$ cat config.mk
export PLATFORM = sky130hd
export DESIGN_NAME = switch_debounce_flat
export DESIGN_NICKNAME = d
export VERILOG_FILES = /design/src/rtl/switch_debounce_if.sv /design/src/rtl/switch_debounce.sv /design/src/flat_wrapper.sv
export SDC_FILE = /design/constraint.sdc
export NUM_CORES = 1
export LEC_CHECK = 0
export ABC_AREA = 1
export BUFFER_PORTS_ARGS = -buffer_cell sky130_fd_sc_hd__buf_2
export CORE_ASPECT_RATIO = 1.75
export CORE_MARGIN = 2
export CORE_UTILIZATION = 50
export CTS_CLUSTER_SIZE = 12
export DETAILED_ROUTE_END_ITERATION = 16
export PLACE_DENSITY = 0.64
export SLEW_MARGIN = 20
export SYNTH_ARGS = -nofsm -noshare
export SYNTH_HDL_FRONTEND = slang
export SYNTH_SLANG_ARGS = --single-unit
$ cat constraint.sdc
create_clock -name clk -period 2.15 [get_ports clk]
set_input_delay 0.215 -clock clk [delete_from_list [all_inputs] [get_ports clk]]
set_output_delay 0.215 -clock clk [all_outputs]
set_load 0.05 [all_outputs]
$ cat src/rtl/switch_debounce_if.sv
`default_nettype none
// ============================================================================
//  switch_debounce_if
//  Switch-conditioner bus: raw pins in, debounced level and change pulses out.
//  Optional macro SWITCH_DEBOUNCE_EDGE_CAPTURE_EN adds edge_capture/edge_clear.
//  Revision: 1.0 - initial release
// ============================================================================
interface switch_debounce_if #(
    parameter int WIDTH = 17
);
    logic [WIDTH-1:0] sw_raw;
    logic [WIDTH-1:0] sw_stable;
    logic [WIDTH-1:0] sw_changed;
`ifdef SWITCH_DEBOUNCE_EDGE_CAPTURE_EN
    logic [WIDTH-1:0] edge_capture;
    logic [WIDTH-1:0] edge_clear;

    // System side: drives the pins and the capture clears, reads conditioned state
    modport master (
        output sw_raw,
        output edge_clear,
        input  sw_stable,
        input  sw_changed,
        input  edge_capture
    );

    // Debouncer side
    modport slave (
        input  sw_raw,
        input  edge_clear,
        output sw_stable,
        output sw_changed,
        output edge_capture
    );
`else
    // System side: drives the pins, reads conditioned state
    modport master (
        output sw_raw,
        input  sw_stable,
        input  sw_changed
    );

    // Debouncer side
    modport slave (
        input  sw_raw,
        output sw_stable,
        output sw_changed
    );
`endif
endinterface
`default_nettype wire

$ cat src/rtl/switch_debounce.sv
`default_nettype none
// ============================================================================
//  switch_debounce
//  Two-flop synchroniser plus per-bit stability counter for slide switches.
//  A bit's debounced level follows the synchronised input only after it has
//  disagreed for DEBOUNCE_CYCLES consecutive samples; a one-cycle pulse marks
//  each accepted toggle.
//  Optional feature macro: SWITCH_DEBOUNCE_EDGE_CAPTURE_EN (sticky edge flags
//  with per-bit clear, set dominates clear).
//  Revision: 1.0 - initial release
// ============================================================================
module switch_debounce #(
    parameter int               WIDTH           = 17,
    parameter int               DEBOUNCE_CYCLES = 50000,
    parameter int               CNT_W           = 16,
    parameter logic [WIDTH-1:0] INIT            = '0
) (
    input  wire logic         clk,
    input  wire logic         reset_n,
    switch_debounce_if.slave  bus
);

    // Terminal count; DEBOUNCE_CYCLES is limited to 2..2^CNT_W so this fits.
    localparam logic [CNT_W-1:0] CNT_MAX = CNT_W'(DEBOUNCE_CYCLES - 1);

    logic [WIDTH-1:0] s0;
    logic [WIDTH-1:0] s1;
    logic [WIDTH-1:0] stable;
    logic [WIDTH-1:0] changed;
    logic [CNT_W-1:0] cnt [WIDTH];

    // Two-stage synchroniser for the asynchronous switch pins
    always_ff @(posedge clk or negedge reset_n) begin
        if (!reset_n) begin
            s0 <= '0;
            s1 <= '0;
        end else begin
            s0 <= bus.sw_raw;
            s1 <= s0;
        end
    end

    // Per-bit debounce: any agreeing sample restarts the count, so only an
    // unbroken run of disagreement reaches the terminal count and is accepted.
    always_ff @(posedge clk or negedge reset_n) begin
        if (!reset_n) begin
            stable  <= INIT;
            changed <= '0;
            for (int i = 0; i < WIDTH; i++) begin
                cnt[i] <= '0;
            end
        end else begin
            changed <= '0;
            for (int i = 0; i < WIDTH; i++) begin
                if (s1[i] == stable[i]) begin
                    cnt[i] <= '0;
                end else if (cnt[i] == CNT_MAX) begin
                    stable[i]  <= s1[i];
                    changed[i] <= 1'b1;
                    cnt[i]     <= '0;
                end else begin
                    cnt[i] <= cnt[i] + 1'b1;
                end
            end
        end
    end

    assign bus.sw_stable  = stable;
    assign bus.sw_changed = changed;

`ifdef SWITCH_DEBOUNCE_EDGE_CAPTURE_EN
    logic [WIDTH-1:0] capture;

    // Sticky change flags; a new change in the same cycle as a clear wins
    always_ff @(posedge clk or negedge reset_n) begin
        if (!reset_n) begin
            capture <= '0;
        end else begin
            capture <= (capture & ~bus.edge_clear) | changed;
        end
    end

    assign bus.edge_capture = capture;
`endif

endmodule
`default_nettype wire

$ cat src/flat_wrapper.sv
// flat-port wrapper written by rule: the top's interface ports become plain ports
module switch_debounce_flat 
#(
    parameter int               WIDTH           = 17,
    parameter int               DEBOUNCE_CYCLES = 50000,
    parameter int               CNT_W           = 16,
    parameter logic [WIDTH-1:0] INIT            = '0
)
  (clk, reset_n, bus_sw_raw, bus_sw_stable, bus_sw_changed);
  switch_debounce_if #(.WIDTH(WIDTH)) bus_i ();
  input  wire logic clk;
  input  wire logic reset_n;
  input wire logic [$bits(bus_i.sw_raw)-1:0] bus_sw_raw;
  output wire logic [$bits(bus_i.sw_stable)-1:0] bus_sw_stable;
  output wire logic [$bits(bus_i.sw_changed)-1:0] bus_sw_changed;
  assign bus_i.sw_raw = bus_sw_raw;
  assign bus_sw_stable = bus_i.sw_stable;
  assign bus_sw_changed = bus_i.sw_changed;
  switch_debounce #(.WIDTH(WIDTH), .DEBOUNCE_CYCLES(DEBOUNCE_CYCLES), .CNT_W(CNT_W), .INIT(INIT)) u_core (.clk(clk), .reset_n(reset_n), .bus(bus_i));
endmodule
# ---- Word level (Yosys, flattened, before mapping)
# Index checks and enable logic that the tools add are counted.
dict set report totals {
  wordCells 190
  in_bits 19
  latchBits 0
  rom_bits 0
  ramBits 0
  n_memories 0
  regBits 340
}
dict set report op_classes {
  n_lt_le_gt_ge 0
  reduce_logical 17
  mux 68
  shifts 0
  bitwise 17
  addsub 17
  eq_ne 34
  multipliers 0
  div 0
}
# operator n
set op_table {}
lappend op_table {{two-way mux 16 bit} 34}
lappend op_table {{adder 16 x 1 -> 16 bit, second input constant} 17}
lappend op_table {{equality test 16 bit, second input constant} 17}
lappend op_table {{two-way mux 1 bit} 34}
lappend op_table {{AND reduction 2 bit} 17}
lappend op_table {{equality test 1 bit} 17}
lappend op_table {{NOT 1 bit} 17}

# ---- Longest topological paths before layout
dict set report logic_depth {
  word_depth 3
  ltp_mapped 7
}

# ---- Least setup slack after synthesis
# OpenSTA, ideal clock, no wires.
dict set report synth_path {
  kind {register -> register}
  start {reg u_core.stable[16] (netlist: u_core.bus.sw_stable[16])}
  end {reg u_core.cnt[8] (netlist name)}
  path_slack_ps 790
  arrival_ps 1288
  required_time_ps 2078
  stages_incl_launch_ff 4
  path_cell_list {dfrtp_1 xor2_1 nand2_2 nor2_1}
}
dict set report synth_via {
  elab_chain_len 2
}
# item line_no
set synth_rtl {}
lappend synth_rtl {{start, declared} switch_debounce.sv:28} ;# logic [WIDTH-1:0] stable;
lappend synth_rtl {{start signal, assigned by index} switch_debounce.sv:58} ;# stable[i] <= s1[i];
lappend synth_rtl {{equality test 1 bit} switch_debounce.sv:55} ;# if (s1[i] == stable[i]) begin
lappend synth_rtl {{two-way mux 16 bit} switch_debounce.sv:55}
lappend synth_rtl {{end signal, assigned by index} switch_debounce.sv:62} ;# cnt[i] <= cnt[i] + 1'b1;
lappend synth_rtl {{end, declared} switch_debounce.sv:30} ;# logic [CNT_W-1:0] cnt [WIDTH];
# Every way passes these cells.
# A chain may end at the register's enable or synchronous reset.

# ---- Final worst setup path
dict set report layout_path {
  start {reg u_core.stable[9] (netlist: u_core.bus.sw_stable[9])}
  end {out bus_sw_stable[9]}
}
# item line_no
set layout_lines {}
lappend layout_lines {{end, declared} flat_wrapper.sv:14} ;# output wire logic [$bits(bus_i.sw_stable)-1:0] bus_sw_stable;
# No word-level cell between the ends.

==> impl.org <==
** Outcome
- Result of the run :: finished, final reports clean

** Worst setup path
- STA puts the critical path data required time at 1.93 ns.
- Top fanout value on the critical path :: 3
- On the critical path the largest part of the delay comes from flip-flops.
- Cell-by-cell listing of the critical path :: buf_2
- STA puts the critical path data arrival time at 1.27 ns.
- On the worst path, the slowest cell contributes a delay of 0.45 ns.
- Buffers & Inverters on Critical Path :: 1
- Critical setup path kind :: reg2out
- For this design, the slowest cell found on the critical path is sky130_fd_sc_hd__dfrtp_1.
- The worst setup path is launched from a register.
- The worst setup path is captured at a primary output.

** Synthesis
- When the netlist entered floorplanning its net count stood at 2264.
- Synth cell types :: 27
- The share of the Yosys chip area taken by registers is 0.486.
- Post-synth design cell area :: between 15000 and 20000 um2
- Number of warnings issued by yosys :: 0
- Seq cells post-synth :: 340
- Syn Inst Count :: around 2200
- After synthesis, the mean cell area works out to 7.86 um2.

** Pwr
- VDD sags by at most 0.000577 V.
- Internal Pwr Total :: around 10000 uW
- Switching power :: roughly 2800 uW
- Summed over all cells, the static leakage comes to approximately 0.0094 uW.
- Of the total power, the clock network draws 0.454.
- Combinational share of power :: 0.038
- Pwr/cell area :: ~660 nW/um2
- Switching power as a share of total power :: 0.218
- Of the total power, registers draw 0.508.

** Routing
- Number of design rule violations left after detail routing :: 0
- Average vias per placed instance :: approximately 5.1
- In this run, the number of DRC markers left after iteration 0 of detailed routing was 574.
- Via count :: 14309
- Antenna Violating Nets Remaining :: 0
- Summed over all layers, the routed wires come to around 37000 um.
- Final routed wire length divided by cell count :: between 10 and 15 um
- First-pass iteration count of the detailed router :: 6

** CTS
- The clock drives 340 sinks.
- Master cell of the clock root buffer :: sky130_fd_sc_hd__clkbuf_16
- The clock reaches the later pin of the worst-skew pair after approximately 0.52 ns.
- The clock passes through at most 3 buffers.
- CTS tree :: built
- Cts repair resizes :: 0
- Number of H-tree levels :: 2
- In this run, CTS created clock tree buffers numbering 36.
- After clock tree synthesis, the clock-pin slew on the worst setup and hold paths is 0.06 ns.

** Timing
- # setup viols final :: 0
- Final number of max-transition violations :: 0
- Across the routed clock network, the largest skew measured is 0.0125 ns.
- Final WS setup :: roughly 0.66 ns
- Setup repair after global routing missed its margin :: no
- Worst relative slew slack :: 0.580
- Aggregate negative setup slack :: 0 ns
- Final critical path time including I/O delays and setup :: 1.49 ns
- For the pin with the worst max-slew slack, the measured transition is roughly 0.63 ns.
- Derived from the worst setup path, the maximum achievable clock frequency is around 670 MHz.
- The final-report hold violation count was 0.
- Fin crit share :: 0.693

** Layout
- Net count, final :: 2379
- After filler insertion, the fill cell instance count of the layout stands at about 3200.
- Antenna cell count :: 0
- Storage element area :: around 8500 um2
- Post-route standard cell area excluding fillers :: 19700 um2
- Measured on the finished design, the core utilization comes to 0.573.
- Area of the multi-input gates :: between 8000 and 9000 um2
- The area growth from synthesis to layout is 12.6%.
- Layout cells sized above 1 :: 0.0967

** Global routing
- The number of antenna violations at the first check in global routing was 0.
- Largest net degree at the start of global routing :: 84
- First-pass GRT wire length :: 63400 um
- For this run the aggregate overflow at the end of global routing stands at 0.
- The via count of the first global-routing pass came to 14357.
- Combined global-route utilization of all metal layers :: 0.205
- Fraction of met2 tracks used by global routing :: 0.396
- For met3 alone, demand over resource in global routing was 0.0307.
- In this run the most used layer during global routing was met2.
- Met1 layer usage reported by global route :: 0.215

** Floorplanning
- Vertical extent of the die :: 252 um
- The die is approximately 150 um wide.
- Starting density of the core :: 0.508
- The die covers 36600 um2.
- Total number of placement rows :: 90
- The region available for standard cell placement spans between 30000 and 40000 um2.
- For this design the top-level I/O count stands at 53.

** Placed design
- Summing all placed instances gives a cell area of 18500 um2.
- Port bufs :: 52
- OpenSTA, run right after detailed placement, puts the worst setup slack at about 0.67 ns.
- DPL Wire Length :: ~27000 um
- Final weighted congestion in routability-driven placement :: approximately 0.91

** Worst hold path
- The worst hold path belongs to the class in2async.

** Job
- Max-cap violations :: 0
[power by group through the flow]
stage | clock network [uW] | logic (uW) | registers (uW)
after detailed placement | 0 | 483 | 6730
after global placement | 0 | 472 | 6720
after floorplan | 0 | 246 | 6710
after global routing | 6360 | 571 | 6630
final | 5910 | 488 | 6620
after CTS | 6150 | 510 | 6620
[registers in the layout, indices dropped and copies added (netlist names)]
signal	count
u_core.cnt	272
u_core.s0	17
u_core.bus.sw_stable	17
u_core.bus.sw_changed	17
u_core.s1	17
[cell usage in the layout (no fill, tap or decap), drive strengths merged, types with 45 or more instances in the layout]
| master | n |
|---|---|
| nor2 | 625 |
| nand2 | 470 |
| dfrtp | 340 |
| inv | 246 |
| nand3 | 226 |
| xor2 | 85 |
| buf | 59 |
| clkbuf | 51 |
| nand4 | 49 |
| xnor2 | 45 |
[layer usage]
layer / part of all wire / wire length (um) / vias to the layer above
li1: - / - / 7239
met1: 0.39 / 14300 / 6664
met2: 0.54 / 20000 / 298
met3: 0.034 / 1250 / 108
met4: 0.039 / 1450 / 0
met5: 0 / 0 / -
[what timing repair did]
action | CTS | global route
setup buffers | 0 | 0
hold buffers | 18 | 0
hold endpoints to repair | 357 | 0
setup endpoints to repair | 0 | 0
[final cells by class]
class,count,area share
clock buffers,51,0.0536
clock inverters,3,0.00203
inverters,246,0.0468
multi-input cells,1642,0.410
flip-flops and latches,340,0.431
well taps,460,0.0292
repair buffers,77,0.0274
[metrics by stage]
step,hold slack [ns],total power (uW),std cells
2_1_floorplan,-0.0806,6960,2228
3_3_place_gp,0.0984,7200,2747
3_5_place_dp,0.0956,7210,2747
4_1_cts,0.119,13300,2819
5_1_grt,0.156,13600,2819
6_report,0.149,13000,2819
[final timing paths]
| path | start | to | slack [ns] | cells after the start |
|---|---|---|---|---|
| worst min register to register | u_core.s0[2] | u_core.s1[2] | 0.35 | 0 |
| worst min-delay path | reset_n | u_core.cnt[13] | 0.15 | 2 |
| max in group asynchronous | reset_n | u_core.cnt[148] | 1.24 | 3 |
| worst max-delay path | u_core.bus.sw_stable[9] | bus_sw_stable[9] | 0.66 | 1 |
| min in group clk | bus_sw_raw[8] | u_core.s0[8] | 0.33 | 2 |
| worst max register to register | u_core.cnt[32] | u_core.cnt[40] | 0.68 | 6 |
[cells in the mapped netlist]
cell type / n / area [um2]
sky130_fd_sc_hd__a21o_1: 5 / 37.5
sky130_fd_sc_hd__nand2_1: 440 / 1650
sky130_fd_sc_hd__ha_1: 17 / 213
sky130_fd_sc_hd__inv_2: 17 / 63.8
sky130_fd_sc_hd__nand3_4: 1 / 17.5
sky130_fd_sc_hd__nor3b_2: 2 / 25.0
sky130_fd_sc_hd__nor3_1: 9 / 45.0
sky130_fd_sc_hd__inv_1: 229 / 860
sky130_fd_sc_hd__xor2_1: 74 / 648
sky130_fd_sc_hd__nand3_1: 205 / 1030
sky130_fd_sc_hd__nand4_1: 49 / 307
sky130_fd_sc_hd__nand2_2: 28 / 175
sky130_fd_sc_hd__nand2_4: 2 / 22.5
sky130_fd_sc_hd__xor2_2: 11 / 179
sky130_fd_sc_hd__a21oi_1: 38 / 190
sky130_fd_sc_hd__o21ai_0: 5 / 25.0
sky130_fd_sc_hd__nor2_2: 28 / 175
sky130_fd_sc_hd__a31oi_1: 21 / 131
sky130_fd_sc_hd__nor2_1: 597 / 2240
sky130_fd_sc_hd__xnor2_1: 45 / 394
sky130_fd_sc_hd__o21ai_1: 9 / 45.0
sky130_fd_sc_hd__nand3b_1: 2 / 15.0
sky130_fd_sc_hd__dfrtp_1: 340 / 8510
sky130_fd_sc_hd__nand3_2: 20 / 200
sky130_fd_sc_hd__nor3_4: 6 / 97.6
sky130_fd_sc_hd__nor3_2: 6 / 60.1
sky130_fd_sc_hd__o21bai_1: 22 / 165
[kinds of logic (layout without fill, tap and decap cells)]
group                      count (synthesis)  after routing  synth area share
AOI/OAI and AO/OA                        100            100            0.0339
xor gates and xnor gates                 130            130            0.0697
adders and majority gates                 17             17            0.0121
buffers and inverters                    246            377            0.0527
DFF                                      340            340             0.486
and+or+nand+nor                         1395           1395             0.346
Power figures use the tool's default switching activity.
